===== src/rtl/sar_search_ctrl.sv =====
// rtl/sar_search_ctrl.sv - successive-approximation search controller driving a magnitude comparator
// Optional build macro: SAR_EARLY_EXIT_EN (finish on the first cmp_eq instead of running all WIDTH compares).
module sar_search_ctrl #(
  parameter int WIDTH = 8
) (
  input  logic                       clk,
  input  logic                       rst_n,
  input  logic                       start,
  input  logic                       cmp_gt,
  input  logic                       cmp_eq,
  input  logic                       cmp_lt,
  output logic [WIDTH-1:0]           trial,
  output logic                       busy,
  output logic                       done,
  output logic [WIDTH-1:0]           result,
  output logic                       found,
  output logic                       err,
  output logic [$clog2(WIDTH):0]     cycles
);

  localparam int IW = (WIDTH > 1) ? $clog2(WIDTH) : 1;
  localparam int CW = $clog2(WIDTH) + 1;

`ifdef SAR_EARLY_EXIT_EN
  localparam bit EARLY_EXIT = 1'b1;
`else
  localparam bit EARLY_EXIT = 1'b0;
`endif

  typedef enum logic {IDLE, SEARCH} state_t;

  state_t           state_q, state_d;
  logic [IW-1:0]    idx_q, idx_d;
  logic [WIDTH-1:0] trial_d, result_d, step_trial;
  logic [CW-1:0]    cycles_d;
  logic             busy_d, done_d, found_d, err_d;
  logic             hit_q, hit_d, hit_next, flags_ok;

  always_ff @(posedge clk or negedge rst_n) begin
    if (!rst_n) begin
      state_q <= IDLE;
      idx_q   <= '0;
      trial   <= '0;
      busy    <= 1'b0;
      done    <= 1'b0;
      result  <= '0;
      found   <= 1'b0;
      err     <= 1'b0;
      cycles  <= '0;
      hit_q   <= 1'b0;
    end else begin
      state_q <= state_d;
      idx_q   <= idx_d;
      trial   <= trial_d;
      busy    <= busy_d;
      done    <= done_d;
      result  <= result_d;
      found   <= found_d;
      err     <= err_d;
      cycles  <= cycles_d;
      hit_q   <= hit_d;
    end
  end

  always_comb begin
    state_d    = state_q;
    idx_d      = idx_q;
    trial_d    = trial;
    busy_d     = busy;
    done_d     = 1'b0;
    result_d   = result;
    found_d    = found;
    err_d      = err;
    cycles_d   = cycles;
    hit_d      = hit_q;
    flags_ok   = $onehot({cmp_gt, cmp_eq, cmp_lt});
    hit_next   = hit_q | cmp_eq;
    // Current bit decision: a "greater" answer means this bit overshoots the target.
    step_trial = trial;
    if (cmp_gt) step_trial[idx_q] = 1'b0;

    case (state_q)
      IDLE: begin
        if (start) begin
          state_d  = SEARCH;
          idx_d    = IW'(WIDTH - 1);
          trial_d  = {1'b1, {(WIDTH-1){1'b0}}};
          busy_d   = 1'b1;
          cycles_d = '0;
          hit_d    = 1'b0;
        end
      end
      SEARCH: begin
        cycles_d = cycles + 1'b1;
        if (!flags_ok) begin
          state_d  = IDLE;
          busy_d   = 1'b0;
          done_d   = 1'b1;
          err_d    = 1'b1;
          result_d = '0;
          found_d  = 1'b0;
        end else if (EARLY_EXIT && cmp_eq) begin
          state_d  = IDLE;
          busy_d   = 1'b0;
          done_d   = 1'b1;
          err_d    = 1'b0;
          result_d = trial;
          found_d  = 1'b1;
          hit_d    = 1'b1;
        end else if (idx_q == '0) begin
          state_d  = IDLE;
          busy_d   = 1'b0;
          done_d   = 1'b1;
          err_d    = 1'b0;
          trial_d  = step_trial;
          result_d = step_trial;
          found_d  = hit_next;
          hit_d    = hit_next;
        end else begin
          step_trial[idx_q - 1'b1] = 1'b1;
          trial_d = step_trial;
          idx_d   = idx_q - 1'b1;
          hit_d   = hit_next;
        end
      end
      default: state_d = IDLE;
    endcase
  end

endmodule


===== config.mk =====
export PLATFORM = sky130hd
export DESIGN_NAME = sar_search_ctrl
export DESIGN_NICKNAME = d
export VERILOG_FILES = /design/src/rtl/sar_search_ctrl.sv
export SDC_FILE = /design/constraint.sdc
export NUM_CORES = 1
export LEC_CHECK = 0
export CAP_MARGIN = 20
export CELL_PAD_IN_SITES_DETAIL_PLACEMENT = 0
export CELL_PAD_IN_SITES_GLOBAL_PLACEMENT = 1
export CORE_UTILIZATION = 39
export DETAILED_ROUTE_END_ITERATION = 7
export PLACE_DENSITY_LB_ADDON = 0.12
export REMOVE_ABC_BUFFERS = 1
export SETUP_SLACK_MARGIN = 0.3
export SLEW_MARGIN = 20
export SYNTH_ARGS = -nofsm -noshare
export SYNTH_HDL_FRONTEND = slang
export SYNTH_SLANG_ARGS = --single-unit

===== constraint.sdc =====
create_clock -name clk -period 2.12 [get_ports clk]
set_clock_uncertainty 0.15 [all_clocks]
set_input_delay 0.318 -clock clk [delete_from_list [all_inputs] [get_ports clk]]
set_output_delay 0.318 -clock clk [all_outputs]
set_load 0.02 [all_outputs]

==> impl_metrics.py, run 1 <==
metrics = {
    "routing": {
        "vias_per_cell": 5.30,
        "wl_per_cell_um": 15.3,
        "drt_wl_total_mm": 3.28,
        "ant_nets": 0,
        "drt_first_iter_violations": 39,
        "drc_errors": 0,
        "first_pass_iters": 4,
        "vias": 1135,
    },
    "sta": {
        "finalSetupViolCount": 0,
        "worstMarginPinSlew_ps": 454,
        "worst_slack_ps": 358,
        "min_period_ps": 1760,
        "period_share_pct": 83.1,
        "hold_viol_final": 0,
        "rsz0062_at_grt": "true",
        "hold-worst-slack_ps": 208,
        "fmax_mhz": 567,
        "slew_viol_final": 0,
        "max_slew_margin_pct": 69.8,
    },
    "min_path": {
        "hp-class": "in -> async",
    },
    "die": {
        "rows": 21,
        "die_w_um": 62.0,
        "start_util_pct": 41.5,
        "coreArea_um2": 3390,
        "die_h_um": 62.0,
        "ios": 30,
        "die-area_um2": 3850,
    },
    "cts": {
        "h-tree-depth": 2,
        "clock_path_buffers": 2,
        "cts_setup_buffers": 0,
        "ctsHoldBuffers": 0,
        "cts_sinks": 29,
        "cts_made_buffers": 5,
        "clk_pin_slew_worst_paths_ps": 100,
        "root_buffer": "clkbuf_4",
        "cts_tree": "done",
        "clock_latency_ps": 330,
    },
    "power": {
        "clockPowerShare_pct": 34.5,
        "comb_power_share_pct": 24.5,
        "switching_power_w": 0.000495,
        "p_int_w": 0.00115,
        "leakage_nw": 1.07,
        "switching_share_pct": 30.0,
        "vdd_drop_max_v": 0.000553,
        "seqPwrFrac_pct": 41.1,
        "power_density_nw_per_um2": 847,
    },
    "logic_synthesis": {
        "ys_ff_latch": 29,
        "syn_area_um2": 1410,
        "synth_area_per_cell_um2": 11.1,
        "syn-instance-count": 127,
        "yosysWarnings": 0,
        "yosysUniqueCellTypes": 40,
        "synth_async_sr_flop_share_pct": 100,
        "synth-edff-count": 0,
        "ys_seq_area_share_pct": 51.6,
        "ys.flop_type": "dfrtp_1",
    },
    "worst_setup_path": {
        "reg2reg_depth": 6,
        "endpoint_kind": "flip-flop",
        "cp_top_family": "flip-flops",
        "worstPathRequired_ps": 2200,
        "criticalPathCategory": "reg -> reg",
        "cp-startpoint": "idx_q[1]",
        "cp_slowest_stage_delay_ps": 450,
        "crit_arrival_ps": 1840,
        "reg2reg_to": "result[7]",
        "r2r-start": "idx_q[1]",
        "critPathBufInv": 2,
        "slowest_stage": "dfrtp_2",
        "crit_chain": "inv_1 > ha_2 > and2b_2 > o21ai_1 > buf_4 > a22o_1",
        "cp-start-kind": "flip-flop",
        "r2r_slack_ps": 360,
        "path_max_fanout": 8,
    },
    "global_route": {
        "grt_overflow": 0,
        "antenna_found_initial": 0,
        "grt_use_total_pct": 19.1,
        "grt_max_degree": 30,
        "grt_pass1_wl_mm": 5.06,
        "grt_pass1_vias": 1033,
    },
    "status": {
        "outcome": "finished, final reports clean",
    },
    "cells_and_area": {
        "multi_input_area_um2": 648,
        "fillers": 300,
        "area_growth_pct": 38.6,
        "final_nets": 177,
        "ff_latch_area_um2": 727,
        "drive_above_1_share_pct": 20.2,
        "post-route-util_pct": 57.4,
        "diodes": 0,
    },
    "placed_design": {
        "gp_congestion": 0.866,
        "io_buffers": 29,
        "dp_hpwl_mm": 2.33,
        "post-place-ws_ps": -221,
    },
    "run": {
        "drv_cap": 0,
    },
}
-- registers in the layout (all words and copies together), names as in the netlist --
register and cells:
result 8, trial 8, cycles 4, idx_q 3, busy 1, done 1, err 1, found 1
hit_q 1, state_q 1
-- power by group through the flow --
stage                     sequential (W)  clock, W  combinational, W
after floorplan                 0.000740         0          0.000158
after global placement          0.000685         0          0.000415
after detailed placement        0.000689         0          0.000417
after CTS                       0.000678  0.000579          0.000406
after global routing            0.000688  0.000606          0.000452
final                           0.000677  0.000568          0.000404
-- what timing repair did --
| item | 4_1_cts | 5_1_grt |
|---|---|---|
| hold endpoints to repair | 0 | 0 |
| setup endpoints to repair | 31 | 29 |
| resized for setup | 18 | 19 |
| pin swaps | 3 | 0 |
-- worst max path at each step --
stage	to	slack (ps)	depth (start not counted)
global placement	idx_q[1]	-250	6
finish	result[7]	360	6
CTS	result[7]	300	6
floorplan	found	150	5
detailed placement	idx_q[1]	-220	6
global route	result[3]	280	6
-- cells by family after synthesis --
family	after synthesis	share of synthesized area [%]
AO/OA/AOI/OAI	41	21.5
XOR/XNOR	2	1.25
adder cells (fa/ha/maj)	4	4.10
buffers and inverters	13	4.72
flip-flops	29	51.6
multiplexers	1	0.712
AND/OR/NAND/NOR	37	16.1
-- cell usage after synthesis (2+ instances only) --
| library cell | n | share of area, % |
|---|---|---|
| nor2b_1 | 2 | 0.89 |
| inv_1 | 7 | 1.9 |
| a21oi_1 | 2 | 0.71 |
| nand3_1 | 2 | 0.71 |
| o21ai_0 | 10 | 3.6 |
| buf_4 | 2 | 1.1 |
| a22o_1 | 8 | 5.0 |
| o21ai_1 | 4 | 1.4 |
| dfrtp_1 | 29 | 52 |
| o211ai_1 | 3 | 1.6 |
| nor3_1 | 2 | 0.71 |
| a32o_1 | 4 | 2.8 |
| a221oi_1 | 3 | 1.9 |
| nor2_1 | 5 | 1.3 |
| buf_2 | 2 | 0.71 |
| o311ai_0 | 2 | 1.2 |
| o21a_1 | 2 | 1.1 |
| nand2b_1 | 5 | 2.2 |
| and3b_1 | 2 | 1.2 |
| nand2_1 | 9 | 2.4 |
| ha_1 | 3 | 2.7 |
-- placed cells by master (no fill, tap or decap), drive strengths merged, types with 4 or more instances in the layout --
cell / instances
nand2b: 5
nor2: 6
clkbuf: 5
a22o: 8
dfrtp: 29
dlymetal6s2s: 14
a32o: 4
buf: 10
o21ai: 14
a221oi: 4
inv: 7
dlygate4sd2: 12
nand2: 9
-- layout make-up --
cell class / count / area share (%)
multi-input combinational: 85 / 33.3
timing repair buffer: 39 / 19.8
clock inverter: 3 / 3.34
inverter: 7 / 1.35
tap: 46 / 2.96
sequential: 29 / 37.3
clock buffer: 5 / 1.93
-- per-stage QoR --
| stage | setup TNS, ps | cell area, um^2 | std cells | power, W |
|---|---|---|---|---|
| CTS | 0 | 1900 | 214 | 0.00166 |
| global placement | -3080 | 1790 | 206 | 0.00110 |
| finish | 0 | 1950 | 214 | 0.00165 |
| detailed placement | -3570 | 1790 | 206 | 0.00111 |
| floorplan | 0 | 1370 | 121 | 0.000899 |
| global route | 0 | 1950 | 214 | 0.00175 |
-- metal layers --
layer	track usage (%)	routed length [um]
met1	26.0	1580
met2	27.8	1530
met3	7.45	153
met4	6.67	19
met5	0	0
No activity file was read; power rests on OpenSTA's default activity.
==> run 2: changes to the inputs <==
clock period = 1.69 ns   (was 2.12 ns; I/O delays follow)
==> run 2 against run 1 <==
Utilization is 2.3 points higher. Hold slack worse by 90 ps. Die area unchanged. Critical path depth is 1 lower. Routed wire length is 13% higher. Clock power down 14%. Global-route usage is 2.1 points higher. Design area increased by 4.0%. Sequential power rose by 22%.
==> impl_metrics.py, run 2 (same netlist as run 1, synthesis figures left out) <==
metrics = {
    "status": {
        "outcome": "finished, final reports clean",
    },
    "cts": {
        "h-tree-depth": 2,
        "clock_path_buffers": 2,
        "cts_sinks": 29,
        "clk_pin_slew_worst_paths_ps": 100,
        "root_buffer": "clkbuf_4",
        "cts_made_buffers": 5,
        "clock_latency_ps": 340,
        "ctsHoldBuffers": 0,
        "cts_tree": "done",
    },
    "power": {
        "power_density_nw_per_um2": 976,
        "switching_share_pct": 33.9,
        "leakage_nw": 0.973,
        "seqPwrFrac_pct": 41.7,
        "power_w": 0.00198,
        "p_int_w": 0.00131,
        "vdd_drop_max_v": 0.000667,
        "clockPowerShare_pct": 24.7,
        "comb_power_share_pct": 33.6,
        "switching_power_w": 0.000670,
    },
    "worst_setup_path": {
        "r2r_slack_ps": 100,
        "worstPathRequired_ps": 1780,
        "slowest_stage": "dfrtp_1",
        "path_max_fanout": 3,
        "cp_slowest_stage_delay_ps": 400,
        "criticalPathCategory": "reg -> reg",
        "cp-start-kind": "flip-flop",
        "crit_arrival_ps": 1680,
        "endpoint_kind": "flip-flop",
        "crit_chain": "inv_2 > ha_4 > and4bb_2 > o21ai_2 > a221oi_1",
    },
    "cells_and_area": {
        "top_regs": "result: 8 flops, trial: 8 flops, cycles: 4 flops",
        "design_area_um2": 2030,
        "fillers": 313,
        "area_growth_pct": 44.2,
        "mostFrequentLayoutCells": "28 x dfrtp_1, 25 x buf_2, 25 x buf_4",
        "drive_above_1_share_pct": 49.5,
        "finalNonFillerCells": 236,
        "diodes": 0,
        "final_common_cell": "dfrtp_1",
        "final_nets": 199,
    },
    "placed_design": {
        "dp_hpwl_mm": 2.29,
        "gp_congestion": 0.885,
        "io_buffers": 29,
        "post-place-cells": 215,
        "placed_cell_area_um2": 1860,
        "post-place-ws_ps": -585,
    },
    "sta": {
        "finalSetupViolCount": 0,
        "slew_viol_final": 0,
        "hold_viol_final": 0,
        "min_period_ps": 1590,
        "period_share_pct": 94.3,
        "fmax_mhz": 628,
        "worstMarginPinSlew_ps": 370,
        "max_slew_margin_pct": 75.3,
        "rsz0062_at_grt": "true",
        "worst_slack_ps": 96.7,
    },
    "die": {
        "rows": 21,
        "start_util_pct": 41.5,
        "die_h_um": 62.0,
        "ios": 30,
        "die-area_um2": 3850,
        "die_w_um": 62.0,
        "coreArea_um2": 3390,
    },
    "routing": {
        "vias": 1265,
        "vias_per_cell": 5.36,
        "drt_wl_total_mm": 3.71,
        "first_pass_iters": 4,
        "wl_per_cell_um": 15.7,
        "drc_errors": 0,
        "drt_first_iter_violations": 59,
        "ant_nets": 0,
    },
    "global_route": {
        "grt_overflow": 0,
        "grt_pass1_vias": 1161,
        "grt_pass1_wl_mm": 5.61,
        "antenna_found_initial": 0,
        "grt_use_total_pct": 21.2,
        "grt_max_degree": 30,
    },
    "min_path": {
        "hp-class": "in -> reg",
    },
    "run": {
        "drv_cap": 0,
    },
}
run 2: changes by cell type in the layout (fill, tap and decap cells not counted), moves of 9 or more:
cell | previous run | this run
buf_6 | 0 | 9
buf_4 | 10 | 25
dlymetal6s2s_1 | 14 | 0
dlygate4sd2_1 | 12 | 0
buf_2 | 0 | 25
run 2: per-layer routing:
metal | vias to the layer above | wire (um) | GRT usage [%]
met2 | 40 | 1790 | 32.8
met3 | 12 | 177 | 6.21
met4 | 0 | 64 | 8.57
li1 | 598 | - | -
met5 | - | 0 | 0
met1 | 615 | 1680 | 28.0
run 2: worst paths after layout:
kind / depth (start not counted) / end / start
max in group asynchronous: 2 / state_q / rst_n
worst min-delay path: 4 / hit_q / cmp_eq
worst max register to register: 5 / trial[2] / idx_q[0]
min in group asynchronous: 2 / trial[2] / rst_n
worst max-delay path: 5 / trial[2] / idx_q[0]
worst min register to register: 1 / result[0] / result[0]
run 2: worst max-delay path: cells and delay by family (launching register included):
kind,cells,cell delay [ps]
adders and majority gates,1,200
DFF,1,400
buffers and inverters,1,90
AOI/OAI and AO/OA,2,330
and+or+nand+nor,1,320
run 2: final cells by class:
type | instances | area (um^2) | area share, %
sequential | 29 | 727 | 35.9
inverter | 7 | 26.3 | 1.30
tap | 46 | 57.6 | 2.84
timing repair buffer | 61 | 434 | 21.4
clock buffer | 7 | 65.1 | 3.21
clock inverter | 1 | 5.00 | 0.247
multi-input combinational | 85 | 711 | 35.1
run 2: power groups by stage:
stage / logic, W / registers (W) / clock network [W]
final: 0.000664 / 0.000825 / 0.000488
after global routing: 0.000724 / 0.000837 / 0.000539
after CTS: 0.000653 / 0.000826 / 0.000504
after detailed placement: 0.000577 / 0.000851 / 0
after global placement: 0.000571 / 0.000846 / 0
after floorplan: 0.000199 / 0.000929 / 0
run 2: through the flow:
| stage | hold WS [ps] | setup TNS (ps) | utilization (%) |
|---|---|---|---|
| 6_report | 118 | 0 | 59.8 |
| 5_1_grt | 107 | 0 | 59.8 |
| 4_1_cts | 163 | 0 | 60.3 |
| 3_5_place_dp | 334 | -12530 | 54.7 |
| 3_3_place_gp | 323 | -12020 | 54.7 |
| 2_1_floorplan | -192 | -3310 | - |
run 2: what timing repair did:
action | in CTS | in global routing
setup buffers | 9 | 3
endpoints found under the setup margin | 49 | 38
cloned | 1 | 0
pin swaps | 9 | 4
gates resized for setup | 125 | 24
